**config.mk**
```make
export PLATFORM = sky130hd
export DESIGN_NAME = keypad_code_lock_flat
export DESIGN_NICKNAME = d
export VERILOG_FILES = /design/src/rtl/keypad_if.sv /design/src/rtl/keypad_code_lock.sv /design/src/flat_wrapper.sv
export SDC_FILE = /design/constraint.sdc
export NUM_CORES = 1
export LEC_CHECK = 0
export ABC_CLOCK_PERIOD_IN_PS = 2400
export BUFFER_PORTS_ARGS = -buffer_cell sky130_fd_sc_hd__buf_2
export CORE_ASPECT_RATIO = 0.7
export CORE_MARGIN = 2
export CORE_UTILIZATION = 37
export CTS_CLUSTER_DIAMETER = 100
export DETAILED_ROUTE_END_ITERATION = 7
export SLEW_MARGIN = 20
export SYNTH_ARGS = -nofsm -noshare
export SYNTH_HDL_FRONTEND = slang
export SYNTH_SLANG_ARGS = --single-unit
export TNS_END_PERCENT = 100
```
**constraint.sdc**
```tcl
create_clock -name clk -period 2.4 [get_ports clk]
set_clock_uncertainty 0.05 [all_clocks]
set_input_delay 0.36 -clock clk [delete_from_list [all_inputs] [get_ports clk]]
set_output_delay 0.36 -clock clk [all_outputs]
set_load 0.1 [all_outputs]
```
**src/rtl/keypad_if.sv**
```systemverilog
// Key-in / status-out bundle between the keypad scanner side and the code lock.
// The master drives key strobes; the slave (the lock) drives status and display.
interface keypad_if #(
    parameter int CODE_LEN = 4
);
    localparam int CW = $clog2(CODE_LEN + 1);

    logic [3:0]    key;
    logic          key_valid;
    logic          unlocked;
    logic          prog_mode;
    logic          error;
    logic          locked_out;
    logic [CW-1:0] digit_count;
    logic [3:0]    disp_key;

    modport master (
        output key, key_valid,
        input  unlocked, prog_mode, error, locked_out, digit_count, disp_key
    );

    modport slave (
        input  key, key_valid,
        output unlocked, prog_mode, error, locked_out, digit_count, disp_key
    );
endinterface

```
**src/rtl/keypad_code_lock.sv**
```systemverilog
// Digit-code lock: buffers keypad digits, checks them against a stored code,
// and manages open / failed-attempt / lockout / reprogramming states.
module keypad_code_lock #(
    parameter int          CODE_LEN       = 4,
    parameter logic [31:0] DEFAULT_CODE   = 32'h1234,
    parameter int          MAX_FAILS      = 3,
    parameter int          UNLOCK_CYCLES  = 500,
    parameter int          LOCKOUT_CYCLES = 1000
) (
    input  logic   clk,
    input  logic   rst_n,
    keypad_if.slave kp
);
    localparam int CW   = $clog2(CODE_LEN + 1);
    localparam int FW   = $clog2(MAX_FAILS + 1);
    localparam int TMAX = (UNLOCK_CYCLES > LOCKOUT_CYCLES) ? UNLOCK_CYCLES : LOCKOUT_CYCLES;
    localparam int TW   = $clog2(TMAX + 1);
    localparam int BW   = 4 * CODE_LEN;

    localparam logic [3:0] KEY_PROG  = 4'hA;
    localparam logic [3:0] KEY_CLEAR = 4'hE;
    localparam logic [3:0] KEY_ENTER = 4'hF;

    typedef enum logic [2:0] {
        S_ENTRY, S_FAIL, S_OPEN, S_PROGRAM, S_LOCKOUT
    } state_t;

    state_t        state_reg, state_next;
    logic [BW-1:0] buf_reg,   buf_next;
    logic [BW-1:0] code_reg,  code_next;
    logic [CW-1:0] cnt_reg,   cnt_next;
    logic [FW-1:0] fail_reg,  fail_next;
    logic [TW-1:0] timer_reg, timer_next;
    logic [3:0]    disp_reg,  disp_next;

    logic          is_digit;
    logic          full;
    logic [BW+3:0] shifted;

    assign is_digit = (kp.key <= 4'd9);
    assign full     = (cnt_reg == CW'(CODE_LEN));
    // Concatenate then truncate so the shift also works for a single-digit code.
    assign shifted  = {buf_reg, kp.key};

    always_ff @(posedge clk or negedge rst_n) begin
        if (!rst_n) begin
            state_reg <= S_ENTRY;
            buf_reg   <= '0;
            code_reg  <= DEFAULT_CODE[BW-1:0];
            cnt_reg   <= '0;
            fail_reg  <= '0;
            timer_reg <= '0;
            disp_reg  <= '0;
        end else begin
            state_reg <= state_next;
            buf_reg   <= buf_next;
            code_reg  <= code_next;
            cnt_reg   <= cnt_next;
            fail_reg  <= fail_next;
            timer_reg <= timer_next;
            disp_reg  <= disp_next;
        end
    end

    always_comb begin
        state_next = state_reg;
        buf_next   = buf_reg;
        code_next  = code_reg;
        cnt_next   = cnt_reg;
        fail_next  = fail_reg;
        disp_next  = disp_reg;

        unique case (state_reg)
            S_ENTRY, S_PROGRAM: begin
                if (kp.key_valid) begin
                    if (is_digit) begin
                        if (!full) begin
                            buf_next  = shifted[BW-1:0];
                            cnt_next  = cnt_reg + CW'(1);
                            disp_next = kp.key;
                        end
                    end else if (kp.key == KEY_CLEAR) begin
                        disp_next = kp.key;
                        buf_next  = '0;
                        cnt_next  = '0;
                        state_next = S_ENTRY;
                    end else if (kp.key == KEY_ENTER) begin
                        if (state_reg == S_ENTRY) begin
                            disp_next = kp.key;
                            if (full && (buf_reg == code_reg)) begin
                                state_next = S_OPEN;
                                fail_next  = '0;
                            end else begin
                                state_next = S_FAIL;
                            end
                        end else if (full) begin
                            disp_next  = kp.key;
                            code_next  = buf_reg;
                            state_next = S_ENTRY;
                        end
                    end
                end
            end
            S_FAIL: begin
                fail_next  = fail_reg + FW'(1);
                state_next = ((fail_reg + FW'(1)) == FW'(MAX_FAILS)) ? S_LOCKOUT : S_ENTRY;
            end
            S_LOCKOUT: begin
                if (timer_reg == TW'(LOCKOUT_CYCLES - 1)) begin
                    state_next = S_ENTRY;
                    fail_next  = '0;
                end
            end
            S_OPEN: begin
                // Timeout takes priority over any key arriving in the same cycle.
                if (timer_reg == TW'(UNLOCK_CYCLES - 1)) begin
                    state_next = S_ENTRY;
                end else if (kp.key_valid && (kp.key == KEY_CLEAR)) begin
                    disp_next  = kp.key;
                    state_next = S_ENTRY;
                end else if (kp.key_valid && (kp.key == KEY_PROG)) begin
                    disp_next  = kp.key;
                    state_next = S_PROGRAM;
                end
            end
            default: state_next = S_ENTRY;
        endcase

        // Any state change starts from an empty buffer and a fresh timer,
        // so a matched code is never left sitting in the buffer while open.
        if (state_next != state_reg) begin
            buf_next   = '0;
            cnt_next   = '0;
            timer_next = '0;
        end else if ((state_reg == S_OPEN) || (state_reg == S_LOCKOUT)) begin
            timer_next = timer_reg + TW'(1);
        end else begin
            timer_next = timer_reg;
        end
    end

    assign kp.unlocked    = (state_reg == S_OPEN);
    assign kp.prog_mode   = (state_reg == S_PROGRAM);
    assign kp.error       = (state_reg == S_FAIL);
    assign kp.locked_out  = (state_reg == S_LOCKOUT);
    assign kp.digit_count = cnt_reg;
    assign kp.disp_key    = disp_reg;
endmodule

```
**src/flat_wrapper.sv**
```systemverilog
// flat-port wrapper written by rule: the top's interface ports become plain ports
module keypad_code_lock_flat 
#(
    parameter int          CODE_LEN       = 4,
    parameter logic [31:0] DEFAULT_CODE   = 32'h1234,
    parameter int          MAX_FAILS      = 3,
    parameter int          UNLOCK_CYCLES  = 500,
    parameter int          LOCKOUT_CYCLES = 1000
)
  (clk, rst_n, kp_key, kp_key_valid, kp_unlocked, kp_prog_mode, kp_error, kp_locked_out, kp_digit_count, kp_disp_key);
  keypad_if #(.CODE_LEN(CODE_LEN)) kp_i ();
  input  logic clk;
  input  logic rst_n;
  input wire logic [$bits(kp_i.key)-1:0] kp_key;
  input wire logic [$bits(kp_i.key_valid)-1:0] kp_key_valid;
  output wire logic [$bits(kp_i.unlocked)-1:0] kp_unlocked;
  output wire logic [$bits(kp_i.prog_mode)-1:0] kp_prog_mode;
  output wire logic [$bits(kp_i.error)-1:0] kp_error;
  output wire logic [$bits(kp_i.locked_out)-1:0] kp_locked_out;
  output wire logic [$bits(kp_i.digit_count)-1:0] kp_digit_count;
  output wire logic [$bits(kp_i.disp_key)-1:0] kp_disp_key;
  assign kp_i.key = kp_key;
  assign kp_i.key_valid = kp_key_valid;
  assign kp_unlocked = kp_i.unlocked;
  assign kp_prog_mode = kp_i.prog_mode;
  assign kp_error = kp_i.error;
  assign kp_locked_out = kp_i.locked_out;
  assign kp_digit_count = kp_i.digit_count;
  assign kp_disp_key = kp_i.disp_key;
  keypad_code_lock #(.CODE_LEN(CODE_LEN), .DEFAULT_CODE(DEFAULT_CODE), .MAX_FAILS(MAX_FAILS), .UNLOCK_CYCLES(UNLOCK_CYCLES), .LOCKOUT_CYCLES(LOCKOUT_CYCLES)) u_core (.clk(clk), .rst_n(rst_n), .kp(kp_i));
endmodule
```
==> impl_metrics.py <==
metrics = {
    "finish": {
        "area_growth_pct": 11.17,
        "nNetsFinal": 317,
        "drive_gt1_share_pct": 27.36,
        "finalCoreUtilization_pct": 43.28,
        "final_common_cell": "dfrtp_1",
        "final_cell_mix": "dfrtp_1, nand2_1, nand3_1, mux2_2, xnor2_1",
        "num_antenna_cells": 0,
    },
    "routing": {
        "dr.pass1.iters": 5,
        "drcViolationCount": 0,
        "postRouteAntennaNets": 0,
        "avgRoutedWirePerCell_um": 14.86,
        "detailroute.via_count": 2199,
        "via_per_inst": 5.430,
        "wirelength_um": 6018,
        "first_iter_violations": 170,
    },
    "logic_synthesis": {
        "synth_top_area_cell": "dfrtp_1",
        "synth_cell_types": 49,
        "synth_area_leaders": "dfrtp_1, mux2_2, xnor2_1",
        "avgSynthCellArea_um2": 10.14,
        "syn_nets": 297,
        "yosysSeqAreaShare_pct": 46.81,
        "synth_seq_cells": 54,
        "ys_warn_count": 0,
        "ys_async_sr_fraction_pct": 100.0,
        "syn_inst": 286,
        "synth_ff_type": "dfrtp_1",
        "synth-edff-count": 0,
        "synth_area_um2": 2900,
        "synth_top_area_share_pct": 42.28,
    },
    "global_routing": {
        "first_global_vias": 2048,
        "grt_start_max_net_pins": 55,
        "grt_pass1_wl_um": 10430,
        "overflow": 0,
        "grt_usage_pct": 15.45,
        "antenna_found_initial": 0,
    },
    "timing": {
        "finalCritPeriodShare_pct": 91.73,
        "fin_crit_ns": 2.202,
        "final-hold-violation-count": 0,
        "setup_viol": 0,
        "fmax_ghz": 0.4542,
        "rsz0062_at_grt": "no",
        "setup_ws_ns": 0.1984,
        "max_slew_margin_pct": 58.29,
        "tightest_slew_ns": 0.6175,
        "finalMaxSlewViolations": 0,
    },
    "power": {
        "power.density_nw_per_um2": 1101,
        "p_sw_mw": 1.697,
        "clkPwrFrac_pct": 14.9,
        "ir_worst_vdd_v": 0.0007005,
        "p_seq_share_pct": 38.6,
        "internal_power_mw": 1.854,
        "p_leak_nw": 1.438,
        "p_sw_share_pct": 47.79,
        "pwr-share-comb_pct": 46.5,
    },
    "clock_tree": {
        "clk_path_buf_depth": 2,
        "cts.clk_slew.worst_paths_ns": 0.10,
        "h-tree-depth": 2,
        "cts_tree": "yes",
        "root_buffer": "clkbuf_8",
        "cts_made_buffers": 5,
        "insertion_delay_ns": 0.31,
        "clkSinkCount": 54,
    },
    "placement": {
        "place_ws_ns": 0.2539,
        "numPortBuffers": 17,
        "dp_hpwl_um": 4293,
        "globalplace.congestion": 0.8348,
    },
    "worst_hold_path": {
        "hold_class": "in2reg",
        "min_from": "kp_key[0]",
    },
    "floorplanning": {
        "start_util_pct": 38.93,
        "die_w_um": 109.8,
        "pin_count": 18,
        "num_rows": 26,
        "die_y_um": 78.08,
        "die_area_um2": 8574,
        "core-area_um2": 7450,
    },
    "setup_path": {
        "critPathKind": "reg2out",
        "critical-path-max-stage-delay_ns": 0.57,
        "crit_chain": "nor2b_1 > nand2_1 > inv_1 > buf_2",
        "r2r_start": "u_core.timer_reg[0]",
        "cp-start-kind": "flop",
        "cp.buffers_inverters": 2,
        "cp.arrival_ns": 1.79,
        "end_kind": "output port",
        "critPathLaunch": "u_core.state_reg[2]",
        "critPathTopFamily": "buffers and inverters",
        "required_ns": 1.99,
        "slowest_stage": "dfrtp_1",
        "crit_fanout": 13,
    },
    "run_status": {
        "outcome": "completed",
    },
    "job": {
        "cap_violations": 0,
    },
}
-- cell type report --
class | instances | area (um^2)
clock buffer | 7 | 86.33
inverter | 8 | 30.03
sequential | 54 | 1361
clock inverter | 1 | 5.005
fill | 714 | 4225
tap | 98 | 122.6
timing repair buffer | 28 | 182.7
multi-input combinational | 209 | 1436
-- tightest hold or removal path, stage by stage --
cell     delay (ns)
buf_2          0.16
nand3_1        0.08
a21oi_1        0.06
-- metal layers --
| layer | share of wire (%) | vias to the layer above | global-route usage (%) |
|---|---|---|---|
| met4 | 1.0 | 0 | 4.430 |
| met1 | 53 | 1077 | 25.72 |
| li1 | - | 1054 | - |
| met3 | 5.1 | 6 | 2.159 |
| met2 | 41 | 62 | 20.18 |
| met5 | 0 | - | 0 |
-- final timing paths --
path / cells past startpoint / to / slack, ns
max reg2reg: 7 / u_core.kp.digit_count[2] / 0.23
min reg2reg: 1 / u_core.kp.disp_key[0] / 0.46
max: 4 / kp_prog_mode / 0.20
min in group asynchronous: 3 / u_core.buf_reg[13] / 0.50
max in group asynchronous: 3 / u_core.code_reg[5] / 1.47
min: 3 / u_core.buf_reg[0] / 0.34
-- timing repair --
action | in CTS | in global routing
buffers inserted | 0 | 0
hold buffers | 1 | 0
resized for setup | 0 | 1
endpoints found under the hold margin | 33 | 0
endpoints found under the setup margin | 0 | 2
-- through the flow --
step                      area, um^2  TNS (ns)  cells  hold WS (ns)  total power, mW
after CTS                       3223         0    405        0.3229            3.579
final                           3224         0    405        0.3372            3.550
after detailed placement        3122         0    396        0.3355            3.040
after global routing            3224         0    405        0.3361            3.792
after global placement          3122         0    396        0.3295            3.019
after floorplan                 2924   -0.3172    286       0.01441            2.705
-- power by group through the flow --
stage | Clock (mW) | Combinational (mW) | Sequential [mW]
after floorplan | 0 | 0.988 | 1.72
after global routing | 0.587 | 1.79 | 1.42
after CTS | 0.549 | 1.66 | 1.37
after global placement | 0 | 1.63 | 1.39
final | 0.529 | 1.65 | 1.37
after detailed placement | 0 | 1.65 | 1.39
-- synthesized netlist by cell type, drive strengths merged (2+ instances only) --
| master | n |
|---|---|
| dfstp | 5 |
| nand3b | 2 |
| a31oi | 4 |
| inv | 8 |
| nand3 | 21 |
| nand2b | 3 |
| and2 | 2 |
| nand2 | 35 |
| nor4b | 2 |
| buf | 11 |
| o211ai | 2 |
| o21ai | 5 |
| a211oi | 2 |
| or3 | 2 |
| ha | 4 |
| a21oi | 28 |
| xnor2 | 19 |
| nor3 | 6 |
| dfrtp | 49 |
| nor2 | 15 |
| or2 | 3 |
| xor2 | 7 |
| and3 | 3 |
| nand4 | 7 |
| clkbuf | 4 |
| mux2 | 20 |
-- kinds of logic after synthesis --
group	Yosys count	synth area share [%]
buffers and inverters	23	4.055
adder cells (fa/ha/maj)	4	1.726
AO/OA/AOI/OAI	52	12.90
AND/OR/NAND/NOR	107	18.90
flip-flops	54	46.81
XOR/XNOR	26	7.852
multiplexers	20	7.765
No activity file was read; power rests on OpenSTA's default activity.
